## src/rtl/vga_fb_arbiter.sv

```systemverilog
// Frame-buffer port arbiter: one RAM access per clock shared by VGA scan-out,
// two pixel writers and a full-frame clear engine.
module vga_fb_arbiter #(
  parameter int unsigned       ADDR_W        = 19,
  parameter int unsigned       DATA_W        = 12,
  parameter int unsigned       FB_DEPTH      = 307200,
  parameter logic [DATA_W-1:0] CLR_COLOR     = '0,
  parameter bit                WR_BLANK_ONLY = 1'b1
) (
  input  logic              clk,
  input  logic              rst_n,
  input  logic              blank,
  input  logic              disp_req,
  input  logic [ADDR_W-1:0] disp_addr,
  output logic [DATA_W-1:0] disp_data,
  output logic              disp_valid,
  input  logic              wr0_req,
  input  logic [ADDR_W-1:0] wr0_addr,
  input  logic [DATA_W-1:0] wr0_data,
  output logic              wr0_ack,
  input  logic              wr1_req,
  input  logic [ADDR_W-1:0] wr1_addr,
  input  logic [DATA_W-1:0] wr1_data,
  output logic              wr1_ack,
  input  logic              clr_start,
  output logic              clr_busy,
  output logic              clr_done,
  output logic              ram_en,
  output logic              ram_we,
  output logic [ADDR_W-1:0] ram_addr,
  output logic [DATA_W-1:0] ram_wdata,
  input  logic [DATA_W-1:0] ram_rdata,
  output logic              dbg_clr_state
);

  typedef enum logic {IDLE = 1'b0, CLEAR = 1'b1} clr_state_t;

  localparam logic [ADDR_W-1:0] LAST_ADDR = ADDR_W'(FB_DEPTH - 1);

  clr_state_t        clr_state;
  logic [ADDR_W-1:0] clr_cnt;
  logic              rr;
  logic              rd_pend;

  logic wr_open, elig0, elig1;
  logic gnt_disp, gnt0, gnt1, gnt_clr;

  // Writer handshake: req with addr/data is held until ack; ack is a one-cycle
  // pulse on the edge the write is issued, and a writer whose ack is high is
  // not eligible so a req still held during the ack cycle is not written twice.
  always_comb begin
    wr_open  = !WR_BLANK_ONLY || blank;
    elig0    = wr0_req && !wr0_ack && wr_open;
    elig1    = wr1_req && !wr1_ack && wr_open;
    gnt_disp = disp_req;
    gnt0     = !disp_req && elig0 && (!elig1 || !rr);
    gnt1     = !disp_req && elig1 && (!elig0 || rr);
    gnt_clr  = !disp_req && !elig0 && !elig1 && wr_open && (clr_state == CLEAR);
  end

  assign disp_data     = ram_rdata;
  assign dbg_clr_state = (clr_state == CLEAR);

  always_ff @(posedge clk or negedge rst_n) begin
    if (!rst_n) begin
      ram_en     <= 1'b0;
      ram_we     <= 1'b0;
      ram_addr   <= '0;
      ram_wdata  <= '0;
      wr0_ack    <= 1'b0;
      wr1_ack    <= 1'b0;
      rd_pend    <= 1'b0;
      disp_valid <= 1'b0;
      clr_busy   <= 1'b0;
      clr_done   <= 1'b0;
      rr         <= 1'b0;
      clr_state  <= IDLE;
      clr_cnt    <= '0;
    end else begin
      wr0_ack    <= gnt0;
      wr1_ack    <= gnt1;
      clr_done   <= 1'b0;
      // RAM answers one cycle after the registered enable, hence two stages.
      rd_pend    <= gnt_disp;
      disp_valid <= rd_pend;
      ram_en     <= gnt_disp || gnt0 || gnt1 || gnt_clr;
      ram_we     <= gnt0 || gnt1 || gnt_clr;

      if (gnt_disp) begin
        ram_addr <= disp_addr;
      end else if (gnt0) begin
        ram_addr  <= wr0_addr;
        ram_wdata <= wr0_data;
      end else if (gnt1) begin
        ram_addr  <= wr1_addr;
        ram_wdata <= wr1_data;
      end else if (gnt_clr) begin
        ram_addr  <= clr_cnt;
        ram_wdata <= CLR_COLOR;
      end

      if (gnt0) begin
        rr <= 1'b1;
      end else if (gnt1) begin
        rr <= 1'b0;
      end

      case (clr_state)
        IDLE: begin
          if (clr_start) begin
            clr_state <= CLEAR;
            clr_cnt   <= '0;
            clr_busy  <= 1'b1;
          end
        end
        CLEAR: begin
          if (gnt_clr) begin
            if (clr_cnt == LAST_ADDR) begin
              clr_state <= IDLE;
              clr_cnt   <= '0;
              clr_busy  <= 1'b0;
              clr_done  <= 1'b1;
            end else begin
              clr_cnt <= clr_cnt + 1'b1;
            end
          end
        end
        default: clr_state <= IDLE;
      endcase
    end
  end

endmodule

```

## config.mk

```make
export PLATFORM = sky130hd
export DESIGN_NAME = vga_fb_arbiter
export DESIGN_NICKNAME = d
export VERILOG_FILES = /design/src/rtl/vga_fb_arbiter.sv
export SDC_FILE = /design/constraint.sdc
export NUM_CORES = 1
export LEC_CHECK = 0
export CELL_PAD_IN_SITES_DETAIL_PLACEMENT = 1
export CELL_PAD_IN_SITES_GLOBAL_PLACEMENT = 2
export CORE_MARGIN = 4
export CORE_UTILIZATION = 40
export CTS_BUF_LIST = sky130_fd_sc_hd__clkbuf_8
export DETAILED_ROUTE_END_ITERATION = 10
export DONT_BUFFER_PORTS = 1
export HOLD_SLACK_MARGIN = 0.08
export PLACE_DENSITY_LB_ADDON = 0.12
export RECOVER_POWER = 100
export SLEW_MARGIN = 40
export SYNTH_ARGS = -nofsm -noshare
export SYNTH_HDL_FRONTEND = slang
export SYNTH_SLANG_ARGS = --single-unit
```

## constraint.sdc

```tcl
create_clock -name clk -period 4.2 [get_ports clk]
set_input_delay 0.84 -clock clk [delete_from_list [all_inputs] [get_ports clk]]
set_output_delay 0.84 -clock clk [all_outputs]
set_load 0.1 [all_outputs]
```

After elaboration in Yosys (flattened, before gate mapping)
Cells that the tools add are included.
Widths: inputs -> output; s select.
{"block": "totals", "ff_bits": 60, "latch_bits": 0, "mem_bits_rw": 0, "rom_bits": 0, "inputBits": 100, "out_inout_bits": 51, "elab_cells": 75, "mem_count": 0}
{"block": "op_classes", "addsub": 1, "mul": 0, "div": 0, "n_lt_le_gt_ge": 0, "n_eq_ne": 4, "n_shift": 0, "muxes": 24, "bitwise": 2, "reduce_logical": 31}
{"cell": "$mux 19", "count": 7}
{"cell": "$pmux 19 s2", "count": 1}
{"cell": "$mux 12", "count": 3}
{"cell": "$add 19x1->19 const B", "count": 1}
{"cell": "$eq 19x19->1 const B", "count": 1}
{"cell": "$logic_and 1x1->1", "count": 12}
{"cell": "$mux 1", "count": 11}
{"cell": "$logic_or 1x1->1", "count": 7}
{"cell": "$logic_not 1->1", "count": 6}
{"cell": "$ne 2x1->1 const B", "count": 2}
{"cell": "$pmux 1 s2", "count": 2}
{"cell": "$reduce_and 2->1", "count": 2}
{"cell": "$reduce_bool 4->1", "count": 1}
{"cell": "$reduce_and 3->1", "count": 1}
{"cell": "$reduce_bool 3->1", "count": 1}
{"cell": "$ne 2x2->1 const B", "count": 1}
{"cell": "$not 1->1", "count": 2}
{"cell": "$reduce_bool 2->1", "count": 1}

Logic depth before layout (Yosys ltp)
{"block": "depth", "depth_word": 12, "ltp_mapped": 6, "depth_no_buf": 5}

Worst setup path before layout
No wires, ideal clock.
{"block": "synth_path", "path_kind": "register -> register", "startpoint": "register wr1_ack", "endpoint": "register ram_wdata[10]", "setup_time_ps": 125, "arrival_ps": 2178, "required_ps": 4075, "slack_ps": 1898, "path_stages_with_launch": 5, "n_path_buf": 1, "period_less_slack_ps": 2302, "path_cell_list": "dfrtp_1 and3b_1 nor3b_1 buf_2 mux2_2"}
{"block": "synth_via", "word_cells_on_any_way": 15, "classes_between": "mux (2); reduce/logical (13)"}
{"element": "from (decl)", "line": "24", "text": "output logic wr1_ack,"}
{"element": "from (signal assigned)", "line": "81", "text": "wr1_ack <= gnt1;"}
{"element": "$logic_not 1->1 (*)", "line": "54", "text": "elig1 = wr1_req && !wr1_ack && wr_open;"}
{"element": "$logic_and 1x1->1 (*) (2 in a row)", "line": "54"}
{"element": "$logic_not 1->1 (*)", "line": "56", "text": "gnt0 = !disp_req && elig0 && (!elig1 || !rr);"}
{"element": "$logic_or 1x1->1 (*)", "line": "56"}
{"element": "$logic_and 1x1->1 (*)", "line": "56"}
{"element": "via gnt0", "line": "46", "text": "logic gnt_disp, gnt0, gnt1, gnt_clr;"}
{"element": "$reduce_bool 3->1 (no source line)"}
{"element": "$reduce_and 2->1 (no source line)"}
{"element": "to (signal assigned)", "line": "93", "text": "ram_wdata <= wr0_data;"}
{"element": "to (signal assigned)", "line": "96", "text": "ram_wdata <= wr1_data;"}
{"element": "to (decl)", "line": "31", "text": "output logic [DATA_W-1:0] ram_wdata,"}
Mark *: on every way through the listed nets, which the timed path passes. The rest lies on a longest branch.
A chain may end at the register's enable or synchronous reset.

Final worst setup path
{"block": "layout_path", "startpoint": "register wr1_ack", "endpoint": "register ram_wdata[1]"}
{"block": "layout_via", "elab_chain_cells": 9, "word_cells_on_any_way": 15, "classes_between": "mux (2); reduce/logical (13)"}
{"element": "$logic_not 1->1 (*)", "line": "54"}
{"element": "$logic_and 1x1->1 (*) (2 in a row)", "line": "54"}
{"element": "$logic_not 1->1", "line": "56, 58"}
{"element": "$logic_and 1x1->1 (3 in a row)", "line": "58", "text": "gnt_clr = !disp_req && !elig0 && !elig1 && wr_open && (clr_state == CLEAR);"}
{"element": "$reduce_bool 3->1 (no source line)"}
{"element": "$reduce_and 2->1 (no source line)"}
Every way passes the cells marked *; elsewhere a longest branch is shown, timed or not.

==> flow_summary.toml <==
[critical_path]
worstPathMaxFanout = 13
cp.required_ps = 4430
critPathKind = "register to register"
startpoint_type = "register"
worst_setup_path_end_kind = "register"
arrival_ps = 3430

[global_routing]
grt.total_usage_pct = 21.1
grt_pass1_vias = 2918
grt_max_degree = 61
grt_first_pass_wirelength_mm = 16.2
grt_antenna_before_repair = 0
grt_remaining_overflow = 0

[place]
io_buffers = 0
hpwl_mm = 7.55
place.gp.congestion = 0.807

[pwr]
leakagePower_nw = 1.47
ir_drop_uv = 191
pwr_density_cell_nw_per_um2 = 556
p_total_mw = 1.94

[timing]
finalCritPeriodShare_pct = 76.3
max_clock_freq_mhz = 312
max-slew-margin-rel_pct = -18.3
worst-slew-pin-transition_ps = 1770
hold_violations = 0
setup_tns_ps = 0
worst_hold_slack_ps = 183
fin_skew_ps = 9.87
post-route-min-period_ps = 3200
setup_viol = 0
rsz0062_at_grt = "false"
drv_slew = 14

[synthesis]
ys_warn_count = 0
netlist.area_leader.share_pct = 46.0
seq_area_frac_synth_pct = 46.0
synth-edff-count = 0
synth_fp_nets = 439
netlist_instances = 338
ys_top_cells_by_area = "dfrtp_1 46%, o22ai_1 7.5%, a221oi_1 5.1%, inv_1 4.4%, buf_4 3.0%"
synth_cell_type_count = 57
synth_flop_cell = "dfrtp_1"
synth_commonest_cells = "60 x dfrtp_1, 39 x o22ai_1, 38 x inv_1"
ys_ff_latch = 60
syn_area_um2 = 3270
yosysMostFrequentCell = "dfrtp_1"
syn_area_per_cell_um2 = 9.66
synth_area_leader_cell = "dfrtp_1"
synthArstFlopShare_pct = 100

[floorplanning]
die_h_um = 98.4
row_count = 32
core_um2 = 7850
die_area_um2 = 9670
io_pins = 151
die_w_um = 98.4
start_util_pct = 41.6

[finish]
antennaDiodeCount = 0
n_fill_cell = 918
nets = 423
drive_above_1_share_pct = 9.17
area_delta_synth_final_pct = 6.86

[routing]
firstDrtPassIters = 4
routed_wl_mm = 10.3
drt-initial-drc-count = 121
vias = 2777
avgRoutedWirePerCell_um = 23.9
antenna_left = 0
drc = 0
vias_per_cell = 6.47

[clock_network]
post-cts-setup-buffer-count = 0
cts.path.max_buffers = 2
clkSinkCount = 60
post_cts_resized = 0
cts-root-buf = "clkbuf_8"
clk_latency_ps = 340
hold_buffers = 0
clk_pin_slew_ps = 80
tritoncts = "yes"
cts_buffers = 9
ctsHtreeMaxLevel = 3

[outcome]
status = "finished with violations"
violations = "max-capacitance violations, max-slew violations"

[job]
cap_viol_max_count = 1

[min_path]
min_path_type = "primary input to asynchronous set/reset pin"
-- report_power, final --
part | total, mW | switching [mW] | internal (mW)
Sequential | 1.06 | 0.421 | 0.637
Combinational | 0.224 | 0.132 | 0.0919
Clock | 0.659 | 0.261 | 0.398
Total | 1.94 | 0.814 | 1.13
-- layer usage --
metal	routed length [um]	share of wire, %	track usage [%]	up-vias
met5	0	0	0	-
met4	174	1.7	7.46	0
met2	4950	48	33.1	97
met1	4580	45	28.9	1405
met3	565	5.5	4.29	15
li1	-	-	-	1260
-- placed cells by master (no fill, tap or decap), drive strengths merged, types with 6 or more instances in the layout --
cell / synthesis / layout
nor2: 8 / 8
o22ai: 39 / 39
nand4: 12 / 12
o31ai: 8 / 8
mux2: 6 / 6
o211ai: 6 / 6
dfrtp: 60 / 60
nand3: 7 / 7
a222oi: 6 / 6
nand2: 10 / 10
nor3: 7 / 7
o21ai: 9 / 9
clkbuf: 17 / 13
inv: 38 / 39
a21oi: 7 / 7
a221oi: 19 / 19
-- state kept, by name, summed over array words and instances, names as in the netlist --
name and count:
clr_busy 1, clr_cnt 19, clr_done 1, dbg_clr_state 1, disp_valid 1, ram_addr 19, ram_en 1, ram_wdata 12
ram_we 1, rd_pend 1, rr 1, wr0_ack 1, wr1_ack 1
-- critical path, cell delays in order, from the launching register on --
cell and delay [ps]:
dfrtp_1 960, and3b_1 300, nor3b_1 1390, mux2_2 450
-- cell type report --
| class | count | area, um^2 | share of cell area, % |
|---|---|---|---|
| tap | 102 | 128 | 3.66 |
| timing repair buffer | 8 | 37.5 | 1.08 |
| sequential | 60 | 1500 | 43.0 |
| inverter | 39 | 146 | 4.20 |
| clock inverter | 7 | 124 | 3.55 |
| clock buffer | 9 | 124 | 3.55 |
| multi-input combinational | 204 | 1430 | 40.9 |
-- cell families (layout without fill, tap and decap cells) --
logic type,after synthesis,count (layout),synth area share (%)
AO/OA/AOI/OAI,115,115,25.5
XOR/XNOR,1,1,0.268
adder cells (fa/ha/maj),1,1,0.383
buffers and inverters,74,63,10.2
flip-flops,60,60,46.0
multiplexers,7,7,2.38
AND/OR/NAND/NOR,80,80,15.3
-- worst paths after layout --
| kind | slack, ps | startpoint | endpoint | depth (start not counted) |
|---|---|---|---|---|
| worst min register to register | 380 | rd_pend$_DFF_PN0_ | disp_valid$_DFF_PN0_ | 0 |
| worst max register to register | 1000 | wr1_ack$_DFF_PN0_ | ram_wdata[1]$_DFFE_PN0P_ | 3 |
| max in group asynchronous | 3910 | rst_n | clr_cnt[13]$_DFFE_PN0P_ | 0 |
| worst max-delay path | 1000 | wr1_ack$_DFF_PN0_ | ram_wdata[1]$_DFFE_PN0P_ | 3 |
| worst min-delay path | 180 | rst_n | ram_addr[5]$_DFFE_PN0P_ | 0 |
| min in group clk | 380 | rd_pend$_DFF_PN0_ | disp_valid$_DFF_PN0_ | 0 |
-- per-stage QoR --
stage / utilization (%) / setup slack (ps) / std cells / cell area (um^2)
after floorplan: - / 1900 / 338 / 3270
after global placement: 41.3 / 1460 / 409 / 3240
after detailed placement: 42.6 / 1380 / 413 / 3340
after CTS: 45.7 / 1540 / 429 / 3590
after global routing: 44.5 / 785 / 429 / 3490
final: 44.5 / 997 / 429 / 3490
Note: power is estimated with default switching activity, not from simulation.
